--- config.mk ---
export PLATFORM = sky130hd
export DESIGN_NAME = stream_demux_flat
export DESIGN_NICKNAME = d
export VERILOG_FILES = /design/src/rtl/stream_demux_if.sv /design/src/rtl/stream_demux.sv /design/src/flat_wrapper.sv
export SDC_FILE = /design/constraint.sdc
export NUM_CORES = 1
export LEC_CHECK = 0
export BUFFER_PORTS_ARGS = -buffer_cell sky130_fd_sc_hd__buf_2
export CORE_AREA = 2 2 53 55
export CTS_CLUSTER_SIZE = 40
export DETAILED_ROUTE_END_ITERATION = 7
export DIE_AREA = 0 0 55 57
export PLACE_DENSITY_LB_ADDON = 0.15
export SLEW_MARGIN = 10
export SYNTH_ARGS = -nofsm -noshare
export SYNTH_HDL_FRONTEND = slang
export SYNTH_SLANG_ARGS = --single-unit
--- constraint.sdc ---
create_clock -name clk_i -period 2.05 [get_ports clk_i]
set_input_delay 0.1025 -clock clk_i [delete_from_list [all_inputs] [get_ports clk_i]]
set_output_delay 0.1025 -clock clk_i [all_outputs]
set_load 0.05 [all_outputs]
--- src/rtl/stream_demux_if.sv ---
// Stream demux bus: one input stream plus the shared output bus with per-output valid/ready.
// err_o is present only when STREAM_DEMUX_ERR_EN is defined.
interface stream_demux_if #(
   parameter int DATA_WIDTH    = 8,
   parameter int OUTPUT_NUMBER = 8
);
   localparam int SEL_WIDTH = $clog2(OUTPUT_NUMBER);

   logic [SEL_WIDTH-1:0]     select_i;
   logic [DATA_WIDTH-1:0]    data_i;
   logic                     valid_i;
   logic                     last_i;
   logic                     ready_o;
   logic [DATA_WIDTH-1:0]    data_o;
   logic                     last_o;
   logic [OUTPUT_NUMBER-1:0] valid_o;
   logic [OUTPUT_NUMBER-1:0] ready_i;
`ifdef STREAM_DEMUX_ERR_EN
   logic                     err_o;

   modport master (
      output select_i, data_i, valid_i, last_i, ready_i,
      input  ready_o, data_o, last_o, valid_o, err_o
   );

   modport slave (
      input  select_i, data_i, valid_i, last_i, ready_i,
      output ready_o, data_o, last_o, valid_o, err_o
   );
`else
   modport master (
      output select_i, data_i, valid_i, last_i, ready_i,
      input  ready_o, data_o, last_o, valid_o
   );

   modport slave (
      input  select_i, data_i, valid_i, last_i, ready_i,
      output ready_o, data_o, last_o, valid_o
   );
`endif

endinterface

--- src/rtl/stream_demux.sv ---
// Packet-aware stream demultiplexer with a one-entry output register slice.
// STREAM_DEMUX_ERR_EN: drop out-of-range packets and pulse err_o instead of clamping the select.
module stream_demux #(
   parameter int DATA_WIDTH    = 8,
   parameter int OUTPUT_NUMBER = 8
) (
   input logic           clk_i,
   input logic           rst_n_i,
   stream_demux_if.slave bus
);

   localparam int                   SEL_WIDTH = $clog2(OUTPUT_NUMBER);
   localparam logic [SEL_WIDTH:0]   NUM_OUT   = (SEL_WIDTH + 1)'(OUTPUT_NUMBER);
   localparam logic [SEL_WIDTH-1:0] LAST_OUT  = SEL_WIDTH'(OUTPUT_NUMBER - 1);

   typedef enum logic {IDLE, ROUTE} state_t;

   state_t                   state_q, state_d;
   logic [SEL_WIDTH-1:0]     dest_q, beat_dest, slice_dest_q;
   logic [DATA_WIDTH-1:0]    data_q;
   logic                     last_q, full_q;
   logic                     ready, accept, drain, load, sel_oor, beat_drop;
   logic [OUTPUT_NUMBER-1:0] valid;
`ifdef STREAM_DEMUX_ERR_EN
   logic                     drop_q, err_q;
`endif

   // First beat decides the destination; later beats reuse the latched one.
   always_comb begin
      sel_oor   = {1'b0, bus.select_i} >= NUM_OUT;
      beat_dest = dest_q;
`ifdef STREAM_DEMUX_ERR_EN
      beat_drop = drop_q;
`else
      beat_drop = 1'b0;
`endif
      if (state_q == IDLE) begin
`ifdef STREAM_DEMUX_ERR_EN
         beat_dest = bus.select_i;
         beat_drop = sel_oor;
`else
         beat_dest = sel_oor ? LAST_OUT : bus.select_i;
`endif
      end
   end

   always_comb begin
      state_d = state_q;
      if (accept) begin
         state_d = bus.last_i ? IDLE : ROUTE;
      end
   end

   // Slice may refill on the same edge it drains, so ready follows the current destination's ready.
   assign ready  = rst_n_i && (!full_q || bus.ready_i[slice_dest_q]);
   assign drain  = full_q && bus.ready_i[slice_dest_q];
   assign accept = bus.valid_i && ready;
   assign load   = accept && !beat_drop;

   always_ff @(posedge clk_i or negedge rst_n_i) begin
      if (!rst_n_i) begin
         state_q <= IDLE;
      end else begin
         state_q <= state_d;
      end
   end

   always_ff @(posedge clk_i or negedge rst_n_i) begin
      if (!rst_n_i) begin
         dest_q <= '0;
`ifdef STREAM_DEMUX_ERR_EN
         drop_q <= 1'b0;
         err_q  <= 1'b0;
`endif
      end else begin
         if (accept && (state_q == IDLE)) begin
            dest_q <= beat_dest;
`ifdef STREAM_DEMUX_ERR_EN
            drop_q <= beat_drop;
`endif
         end
`ifdef STREAM_DEMUX_ERR_EN
         err_q <= accept && (state_q == IDLE) && beat_drop;
`endif
      end
   end

   always_ff @(posedge clk_i or negedge rst_n_i) begin
      if (!rst_n_i) begin
         full_q       <= 1'b0;
         data_q       <= '0;
         last_q       <= 1'b0;
         slice_dest_q <= '0;
      end else if (load) begin
         full_q       <= 1'b1;
         data_q       <= bus.data_i;
         last_q       <= bus.last_i;
         slice_dest_q <= beat_dest;
      end else if (drain) begin
         full_q <= 1'b0;
      end
   end

   always_comb begin
      valid = '0;
      if (full_q) begin
         valid[slice_dest_q] = 1'b1;
      end
   end

   assign bus.ready_o = ready;
   assign bus.data_o  = data_q;
   assign bus.last_o  = last_q;
   assign bus.valid_o = valid;
`ifdef STREAM_DEMUX_ERR_EN
   assign bus.err_o   = err_q;
`endif

endmodule

--- src/flat_wrapper.sv ---
// flat-port wrapper written by rule: the top's interface ports become plain ports
module stream_demux_flat 
#(
   parameter int DATA_WIDTH    = 8,
   parameter int OUTPUT_NUMBER = 8
)
  (clk_i, rst_n_i, bus_select_i, bus_data_i, bus_valid_i, bus_last_i, bus_ready_i, bus_ready_o, bus_data_o, bus_last_o, bus_valid_o);
  stream_demux_if #(.DATA_WIDTH(DATA_WIDTH), .OUTPUT_NUMBER(OUTPUT_NUMBER)) bus_i ();
  input logic clk_i;
  input logic rst_n_i;
  input wire logic [$bits(bus_i.select_i)-1:0] bus_select_i;
  input wire logic [$bits(bus_i.data_i)-1:0] bus_data_i;
  input wire logic [$bits(bus_i.valid_i)-1:0] bus_valid_i;
  input wire logic [$bits(bus_i.last_i)-1:0] bus_last_i;
  input wire logic [$bits(bus_i.ready_i)-1:0] bus_ready_i;
  output wire logic [$bits(bus_i.ready_o)-1:0] bus_ready_o;
  output wire logic [$bits(bus_i.data_o)-1:0] bus_data_o;
  output wire logic [$bits(bus_i.last_o)-1:0] bus_last_o;
  output wire logic [$bits(bus_i.valid_o)-1:0] bus_valid_o;
  assign bus_i.select_i = bus_select_i;
  assign bus_i.data_i = bus_data_i;
  assign bus_i.valid_i = bus_valid_i;
  assign bus_i.last_i = bus_last_i;
  assign bus_i.ready_i = bus_ready_i;
  assign bus_ready_o = bus_i.ready_o;
  assign bus_data_o = bus_i.data_o;
  assign bus_last_o = bus_i.last_o;
  assign bus_valid_o = bus_i.valid_o;
  stream_demux #(.DATA_WIDTH(DATA_WIDTH), .OUTPUT_NUMBER(OUTPUT_NUMBER)) u_core (.clk_i(clk_i), .rst_n_i(rst_n_i), .bus(bus_i));
endmodule
==> impl_metrics.tcl, run 1 <==
set metrics [dict create \
    outcome "finished, final reports clean" \
    clk_latency_ps 300 \
    r2r_start "u_core.slice_dest_q[0]" \
    synth-adder-area-share_pct 0 \
    layout_min_cycle_time_ps 1940 \
    p_per_area_mw_per_mm2 1750 \
    rsz0062_at_grt "false" \
    hold_violations 0 \
    critPathMaxFanout 4 \
    place_inst 143 \
    relSlewSlack_pct 64.1 \
    cts.sinks 17 \
    setup.worst_path.end_class "output port" \
    fin_nets 143 \
    async_flop_share_pct 100 \
    io-pin-count 41 \
    final_cell_area_mm2 0.00120 \
    worst_pin_slew_ps 537 \
    skew_ps 5.55 \
    syn-mean-instance-area_um2 12.9 \
    reg2regPathDepth 4 \
    rrSetupSlack_ps 140 \
    synth_common_cells "dfrtp_1 (17), mux2_4 (9), mux2_2 (7)" \
    grt_antenna_before_repair 0 \
    grt.total_usage_pct 13.6 \
    arrival_ps 1840 \
    synth_top_area_share_pct 49.1 \
    drc 0 \
    muxShareOfSynthArea_pct 30.8 \
    layoutNonFillerInstCount 150 \
    antenna_cells 0 \
    synthTopCellsByArea "dfrtp_1 (49%), mux2_4 (16%), mux2_2 (9.1%), mux2i_1 (3.5%), buf_6 (2.6%)" \
    grt_overflow 0 \
    first_global_vias 688 \
    clock.fmax_ghz 0.515 \
    die_h_um 57 \
    gp_congestion 0.758 \
    drtPass1Iterations 2 \
    drv_slew 0 \
    dp_hpwl_um 1480 \
    drt_iter0_markers 3 \
    ys_seq_elements 17 \
    reg2reg_to "u_core.bus.last_o" \
    synth-simple-area-share_pct 10.5 \
    maxCapViolCount 0 \
    min_period_over_period_pct 94.7 \
    vias_per_cell 4.55 \
    leakagePower_uw 0.000602 \
    finalPower_uw 2100 \
    post-place-ws_ps -85.8 \
    whs_path_depth 2 \
    syn-num-nets 90 \
    cts_tree "done" \
    critical_path_class "reg -> out" \
    cts_buffers 3 \
    yosysMostFrequentCell "dfrtp_1" \
    ant_nets 0 \
    drive_gt1_share_pct 62.2 \
    area_growth_pct 38.7 \
    grt_max_degree 19 \
    min_to "u_core.bus.data_o[6]" \
    fin_ws_ps 109 \
    synth_area_um2 866 \
    initial_utilization_pct 33.1 \
    vias 682 \
    synth_edf_count 0 \
    yosys_warnings 0 \
    hold_ws_ps 22.8 \
    num_rows 19 \
    min-delay-start "bus_data_i[6]" \
    finalSetupViolations 0 \
    synth_top_area_cell "dfrtp_1" \
    ys_types 19 \
    h-tree-depth 1 \
    hp-class "in -> reg" \
    wl_per_cell_um 12.5 \
    synth_top_family_by_area "multiplexers" \
    peakVddDrop_uv 896 \
    grt_pass1_wl_um 3010 \
    core_area_mm2 0.00262 \
    clk_pin_slew_ps 110 \
    ys_seq_area_share_pct 49.1 \
    synth-xor-area-share_pct 0 \
    max-clock-path-buffers 2 \
    cts.root.buffer_cell "clkbuf_4" \
    synth-main-ff-cell "dfrtp_1" \
    dpl_cell_area_mm2 0.00113 \
    die_x_um 55 \
    required_ps 1950 \
    drt-total-wl_um 1870 \
    port_buffers 40 \
    cp-start-kind "flip-flop" \
    dieArea_mm2 0.00314 \
    synth-compound-area-share_pct 6.07 \
    syn_inst 67 \
]
[routing by layer]
layer	GRT usage [%]	vias to the layer above	part of all wire, %
met4	6.27	0	1.9
met1	16.4	317	42
li1	-	338	-
met2	22.8	22	50
met3	2.36	5	5.8
met5	0	-	0
[layout make-up]
| cell class | instances | area, um^2 |
|---|---|---|
| fill | 264 | 1410 |
| sequential | 17 | 427 |
| multi-input combinational | 46 | 418 |
| timing repair buffer | 50 | 280 |
| tap | 31 | 38.8 |
| clock buffer | 3 | 22.5 |
| clock inverter | 1 | 7.51 |
| inverter | 2 | 7.51 |
[what timing repair did]
action / in CTS / in global routing
endpoints found under the setup margin: 11 / 3
gates resized for setup: 1 / 1
hold buffers: 2 / 0
setup buffers: 0 / 1
endpoints found under the hold margin: 18 / 0
[stage by stage]
| stage | TNS [ps] | utilization [%] |
|---|---|---|
| 2_1_floorplan | 0 | - |
| 3_3_place_gp | -113 | 43.4 |
| 3_5_place_dp | -403 | 43.4 |
| 4_1_cts | 0 | 45.6 |
| 5_1_grt | 0 | 45.9 |
| 6_report | 0 | 45.9 |
[where the power goes]
group | leakage, uW | switching [uW] | total (uW) | internal [uW]
clock network | 0.0000139 | 115 | 189 | 74.3
registers | 0.000200 | 127 | 634 | 507
logic | 0.000389 | 776 | 1280 | 500
[cells by family after synthesis]
logic type / Yosys count
buf+inv: 4
mux: 20
flops: 17
simple gates: 19
compound gates: 7
[state kept, by name, summed over array words and instances, names as in the netlist]
register             cells
u_core.bus.data_o        8
u_core.bus.last_o        1
u_core.dest_q            3
u_core.full_q            1
u_core.slice_dest_q      3
u_core.state_q           1
[critical path: stages (launching register included)]
cell	delay [ps]
dfrtp_2	430
mux4_2	540
nand2b_2	140
nand2_1	80
and2_1	150
buf_2	200
[worst max path at each step]
stage,start,to,slack (ps),depth (start not counted)
after floorplan,u_core.slice_dest_q[0],bus_valid_o[0],240,3
after global placement,u_core.slice_dest_q[0],u_core.bus.last_o,-60,4
after detailed placement,u_core.slice_dest_q[0],u_core.slice_dest_q[2],-90,4
after CTS,u_core.slice_dest_q[0],bus_ready_o,40,5
after global routing,u_core.slice_dest_q[0],bus_ready_o,7,5
final,u_core.slice_dest_q[0],bus_ready_o,110,5
[layout by cell type (no fill, tap or decap)]
cell,Yosys,routed
a211oi_2,1,1
a21oi_1,1,1
a21oi_4,0,1
and2_1,1,1
buf_2,0,40
buf_4,0,8
clkbuf_4,0,3
clkinvlp_4,0,1
dfrtp_1,17,16
dfrtp_2,0,1
dlygate4sd3_1,0,2
inv_1,2,2
mux2_2,7,7
mux2_4,9,9
mux2i_1,3,3
mux4_2,1,1
nand2_1,5,5
nand2b_1,3,3
nand2b_2,1,1
nor2_1,6,6
nor2b_1,1,1
nor3_1,2,2
o21ai_0,3,3
o221a_2,1,1
(Power assumes the default switching activity.)
==> run 2, diff against run 1 <==
--- a/config.mk
+++ b/config.mk
@@ -10,6 +10,7 @@
 export CTS_CLUSTER_SIZE = 40
 export DETAILED_ROUTE_END_ITERATION = 7
 export DIE_AREA = 0 0 55 57
+export GPL_TIMING_DRIVEN = 0
 export PLACE_DENSITY_LB_ADDON = 0.15
 export SLEW_MARGIN = 10
 export SYNTH_ARGS = -nofsm -noshare
==> impl_metrics.tcl, run 2 (synthesis results as in run 1) <==
set metrics [dict create \
    crit_buf_inv 2 \
    cp_slowest_stage_delay_ps 540 \
    finalPower_uw 2030 \
    peakVddDrop_uv 892 \
    final_common_cell "buf_2" \
    setup.worst_path.end_class "output port" \
    area_growth_pct 34.2 \
    cts.sinks 17 \
    grt_pass1_wl_um 2650 \
    crit_chain "buf_6 -> mux4_2 -> nand2b_4 -> nand2_1 -> and2_1 -> buf_4" \
    clock.fmax_ghz 0.516 \
    postCtsSetupBuffers 0 \
    tns_ps 0 \
    critPathSlowestCell "mux4_2" \
    drt-total-wl_um 1670 \
    wl_per_cell_um 11.6 \
    antenna_cells 0 \
    met2_usage_pct 18.9 \
    drt_iter0_markers 3 \
    initial_utilization_pct 33.1 \
    arrival_ps 1840 \
    met1_usage_pct 14.0 \
    dieArea_mm2 0.00314 \
    outcome "finished, final reports clean" \
    cp-start-kind "flip-flop" \
    layout_min_cycle_time_ps 1940 \
    drc 0 \
    critical_path_class "reg -> out" \
    min_period_over_period_pct 94.5 \
    grt_use_met3_pct 2.36 \
    grt_max_degree 20 \
    path_delay_family "multiplexers" \
    port_buffers 40 \
    h-tree-depth 1 \
    ant_nets 0 \
    die_x_um 55 \
    fill_cells 263 \
    cts_tree "done" \
    leakagePower_uw 0.000581 \
    maxCapViolCount 0 \
    first_global_vias 655 \
    pwr-share-comb_pct 59.9 \
    finalSetupViolations 0 \
    grt_antenna_before_repair 0 \
    clk_pin_slew_ps 100 \
    worst_pin_slew_ps 400 \
    grt.total_usage_pct 11.6 \
    clk_latency_ps 290 \
    core_area_mm2 0.00262 \
    internal-power_uw 1030 \
    cts.root.buffer_cell "clkbuf_4" \
    gp_congestion 0.724 \
    p_seq_share_pct 31.0 \
    skew_ps 4.90 \
    drv_slew 0 \
    vias_per_cell 4.60 \
    final_cell_mix "buf_2 (39), dfrtp_1 (17), mux2_4 (9), mux2_2 (7), nor2_1 (6)" \
    drive_gt1_share_pct 59.3 \
    hold_violations 0 \
    max-clock-path-buffers 2 \
    rsz0062_at_grt "false" \
    num_rows 19 \
    switchingPower_uw 995 \
    io-pin-count 41 \
    p_clk_share_pct 9.1 \
    p_per_area_mw_per_mm2 1740 \
    fin_util_pct 44.4 \
    p_sw_share_pct 49.1 \
    vias 663 \
    critPathMaxFanout 6 \
    relSlewSlack_pct 73.3 \
    drtPass1Iterations 2 \
    fin_nets 137 \
    top_usage_layer "met2" \
    required_ps 1950 \
    cts_buffers 3 \
    die_h_um 57 \
    hp-class "in -> reg" \
    grt_overflow 0 \
    largest_reg_flops 8 \
    dp_hpwl_um 1310 \
]
==> run 2: final timing paths <==
| check | start | endpoint | slack (ps) | depth (start not counted) |
|---|---|---|---|---|
| setup / recovery | u_core.slice_dest_q[0] | bus_ready_o | 110 | 6 |
| hold / removal | bus_data_i[4] | u_core.bus.data_o[4] | 40 | 2 |
| setup reg to reg | u_core.slice_dest_q[2] | u_core.bus.data_o[5] | 190 | 5 |
| hold reg to reg | u_core.dest_q[0] | u_core.dest_q[0] | 510 | 1 |
| max in group asynchronous | rst_n_i | u_core.bus.data_o[2] | 1510 | 2 |
| min in group asynchronous | rst_n_i | u_core.bus.last_o | 260 | 2 |
==> run 2: cell type report <==
type | instances | area (um^2) | share of cell area (%)
plain buffers | 2 | 22.5 | 1.94
clock buffers | 3 | 22.5 | 1.94
clock inverters | 1 | 7.51 | 0.646
inverters | 2 | 7.51 | 0.646
multi-input cells | 46 | 415 | 35.7
flip-flops and latches | 17 | 425 | 36.6
well taps | 31 | 38.8 | 3.34
repair buffers | 42 | 223 | 19.2
==> run 2: routing by layer <==
metal | wire (um) | up-vias | part of all wire, %
met3 | 94 | 4 | 5.6
met1 | 736 | 311 | 44
met5 | 0 | - | 0
met2 | 808 | 21 | 48
li1 | - | 327 | -
met4 | 33 | 0 | 2.0
==> run 2: worst register-to-register path: cells and delay by family, from the launching register on <==
kind | cells | cell delay (ps)
AO/OA/AOI/OAI | 2 | 530
buffers and inverters | 1 | 210
flip-flops | 1 | 470
multiplexers | 1 | 320
AND/OR/NAND/NOR | 1 | 220
==> run 2: power groups by stage <==
stage / logic, uW / registers, uW / clock network (uW)
finish: 1210 / 628 / 183
global route: 1290 / 658 / 205
CTS: 1210 / 630 / 191
detailed placement: 1200 / 635 / 0
global placement: 1190 / 630 / 0
floorplan: 649 / 939 / 0
==> run 2: through the flow <==
stage / setup slack [ps] / area, um^2 / std cells / hold WS [ps]
2_1_floorplan: 237 / 866 / 67 / -193
3_3_place_gp: 229 / 1100 / 138 / 55.7
3_5_place_dp: 216 / 1100 / 138 / 56.6
4_1_cts: 79.1 / 1150 / 144 / 30.3
5_1_grt: 2.69 / 1160 / 144 / 17.2
6_report: 112 / 1160 / 144 / 39.2
==> run 2: what timing repair did <==
| action | CTS | global route |
|---|---|---|
| gates resized for setup | 0 | 3 |
| endpoints found under the setup margin | 0 | 1 |
| hold endpoints to repair | 18 | 0 |
| hold buffers | 2 | 0 |
==> run 3, diff against run 2 <==
--- a/config.mk
+++ b/config.mk
@@ -5,6 +5,7 @@
 export SDC_FILE = /design/constraint.sdc
 export NUM_CORES = 1
 export LEC_CHECK = 0
+export ABC_AREA = 0
 export BUFFER_PORTS_ARGS = -buffer_cell sky130_fd_sc_hd__buf_2
 export CORE_AREA = 2 2 53 55
 export CTS_CLUSTER_SIZE = 40
==> constraint.sdc (replaced) <==
create_clock -name clk_i -period 2.09 [get_ports clk_i]
set_input_delay 0.1045 -clock clk_i [delete_from_list [all_inputs] [get_ports clk_i]]
set_output_delay 0.1045 -clock clk_i [all_outputs]
set_load 0.05 [all_outputs]
==> impl_metrics.tcl, run 3 (synthesis results as in run 1) <==
set metrics [dict create \
    drive_gt1_share_pct 59.8 \
    internal-power_uw 997 \
    gp_congestion 0.724 \
    critPathMaxFanout 6 \
    grt_overflow 0 \
    clock.fmax_ghz 0.512 \
    area_growth_pct 32.2 \
    initial_utilization_pct 33.1 \
    p_per_area_mw_per_mm2 1720 \
    first_global_vias 655 \
    critPathSlowestCell "mux4_2" \
    cp_slowest_stage_delay_ps 520 \
    num_rows 19 \
    clk_latency_ps 290 \
    grt_antenna_before_repair 0 \
    switchingPower_uw 971 \
    drt_iter0_markers 3 \
    clk_pin_slew_ps 100 \
    skew_ps 4.92 \
    wl_per_cell_um 11.7 \
    drv_slew 0 \
    cts.root.buffer_cell "clkbuf_4" \
    drc 0 \
    arrival_ps 1850 \
    leakagePower_uw 0.000572 \
    io-pin-count 41 \
    critical_path_class "reg -> out" \
    cp-start-kind "flip-flop" \
    final_common_cell "buf_2" \
    post-place-ws_ps 256 \
    grt.total_usage_pct 11.6 \
    vias 659 \
    p_sw_share_pct 49.3 \
    p_clk_share_pct 9.1 \
    required_ps 1990 \
    cts.sinks 17 \
    worst_pin_slew_ps 400 \
    die_h_um 57 \
    relSlewSlack_pct 73.3 \
    hold_ws_ps 8.00 \
    outcome "finished, final reports clean" \
    tns_ps 0 \
    final_cell_mix "buf_2 (40), dfrtp_1 (17), mux2_4 (9), mux2_2 (7), nor2_1 (6)" \
    fin_nets 136 \
    max-clock-path-buffers 2 \
    final_cell_area_mm2 0.00114 \
    core_area_mm2 0.00262 \
    port_buffers 40 \
    p_seq_share_pct 31.2 \
    pwr-share-comb_pct 59.6 \
    setup.worst_path.end_class "output port" \
    drt-total-wl_um 1670 \
    rsz0062_at_grt "false" \
    grt_pass1_wl_um 2650 \
    cts_resized 0 \
    ant_nets 0 \
    cts_buffers 3 \
    h-tree-depth 1 \
    peakVddDrop_uv 874 \
    layout_min_cycle_time_ps 1950 \
    finalSetupViolations 0 \
    dp_hpwl_um 1310 \
    maxCapViolCount 0 \
    min_period_over_period_pct 93.5 \
    largest_reg_flops 8 \
    die_x_um 55 \
    dpl_cell_area_mm2 0.00110 \
    drtPass1Iterations 2 \
    dieArea_mm2 0.00314 \
    grt_max_degree 20 \
    fin_ws_ps 135 \
    crit_chain "buf_6 -> mux4_2 -> nand2b_2 -> nand2_1 -> and2_1 -> buf_2" \
    vias_per_cell 4.61 \
    antenna_cells 0 \
    cts_tree "done" \
    hold_violations 0 \
    hp-class "in -> reg" \
]
## run 3: per-layer routing
layer	vias to the layer above	share of wire (%)	track usage [%]	wire, um
met5	-	0	0	0
met4	0	2.0	6.27	33
met3	4	5.8	2.36	96
met2	21	48	18.9	803
met1	309	44	14.0	733
li1	325	-	-	-
## run 3: path summary, 6_finish.rpt
| path | from | to | slack (ps) | cells past startpoint |
|---|---|---|---|---|
| max | u_core.slice_dest_q[0] | bus_ready_o | 140 | 6 |
| min | bus_last_i | u_core.state_q | 8 | 2 |
| max reg2reg | u_core.slice_dest_q[2] | u_core.bus.data_o[5] | 230 | 5 |
| min reg2reg | u_core.dest_q[0] | u_core.dest_q[0] | 510 | 1 |
| max in group asynchronous | rst_n_i | u_core.bus.data_o[2] | 1550 | 2 |
| min in group asynchronous | rst_n_i | u_core.bus.last_o | 260 | 2 |
## run 3: power groups by stage
| stage | registers (uW) | clock network (uW) | logic, uW |
|---|---|---|---|
| 2_1_floorplan | 921 | 0 | 637 |
| 3_3_place_gp | 618 | 0 | 1170 |
| 3_5_place_dp | 623 | 0 | 1180 |
| 4_1_cts | 618 | 187 | 1190 |
| 5_1_grt | 644 | 201 | 1250 |
| 6_report | 615 | 180 | 1170 |
## run 3: stage by stage
stage	std cells	utilization [%]	total power [uW]
after floorplan	67	-	1560
after global placement	138	42.2	1790
after detailed placement	138	42.2	1800
after CTS	143	43.8	1990
after global routing	143	43.8	2090
final	143	43.8	1970
## run 3: timing repair
| item | in CTS | in global routing |
|---|---|---|
| buffers inserted | 0 | 0 |
| endpoints found under the hold margin | 17 | 0 |
| hold buffers | 1 | 0 |
## run 3: layout make-up
class                   instances  area (um^2)
flip-flops and latches         17          425
multi-input cells              46          410
clock buffers                   3         22.5
inverters                       2         7.51
well taps                      31         38.8
plain buffers                   2         22.5
repair buffers                 41          210
fillers                       264         1470
clock inverters                 1         7.51
## run 3: critical path, delay by kind of cell, from the launching register on
kind | cells | cell delay, ps
buffers and inverters | 2 | 320
flip-flops | 1 | 350
multiplexers | 1 | 520
AND/OR/NAND/NOR | 3 | 360
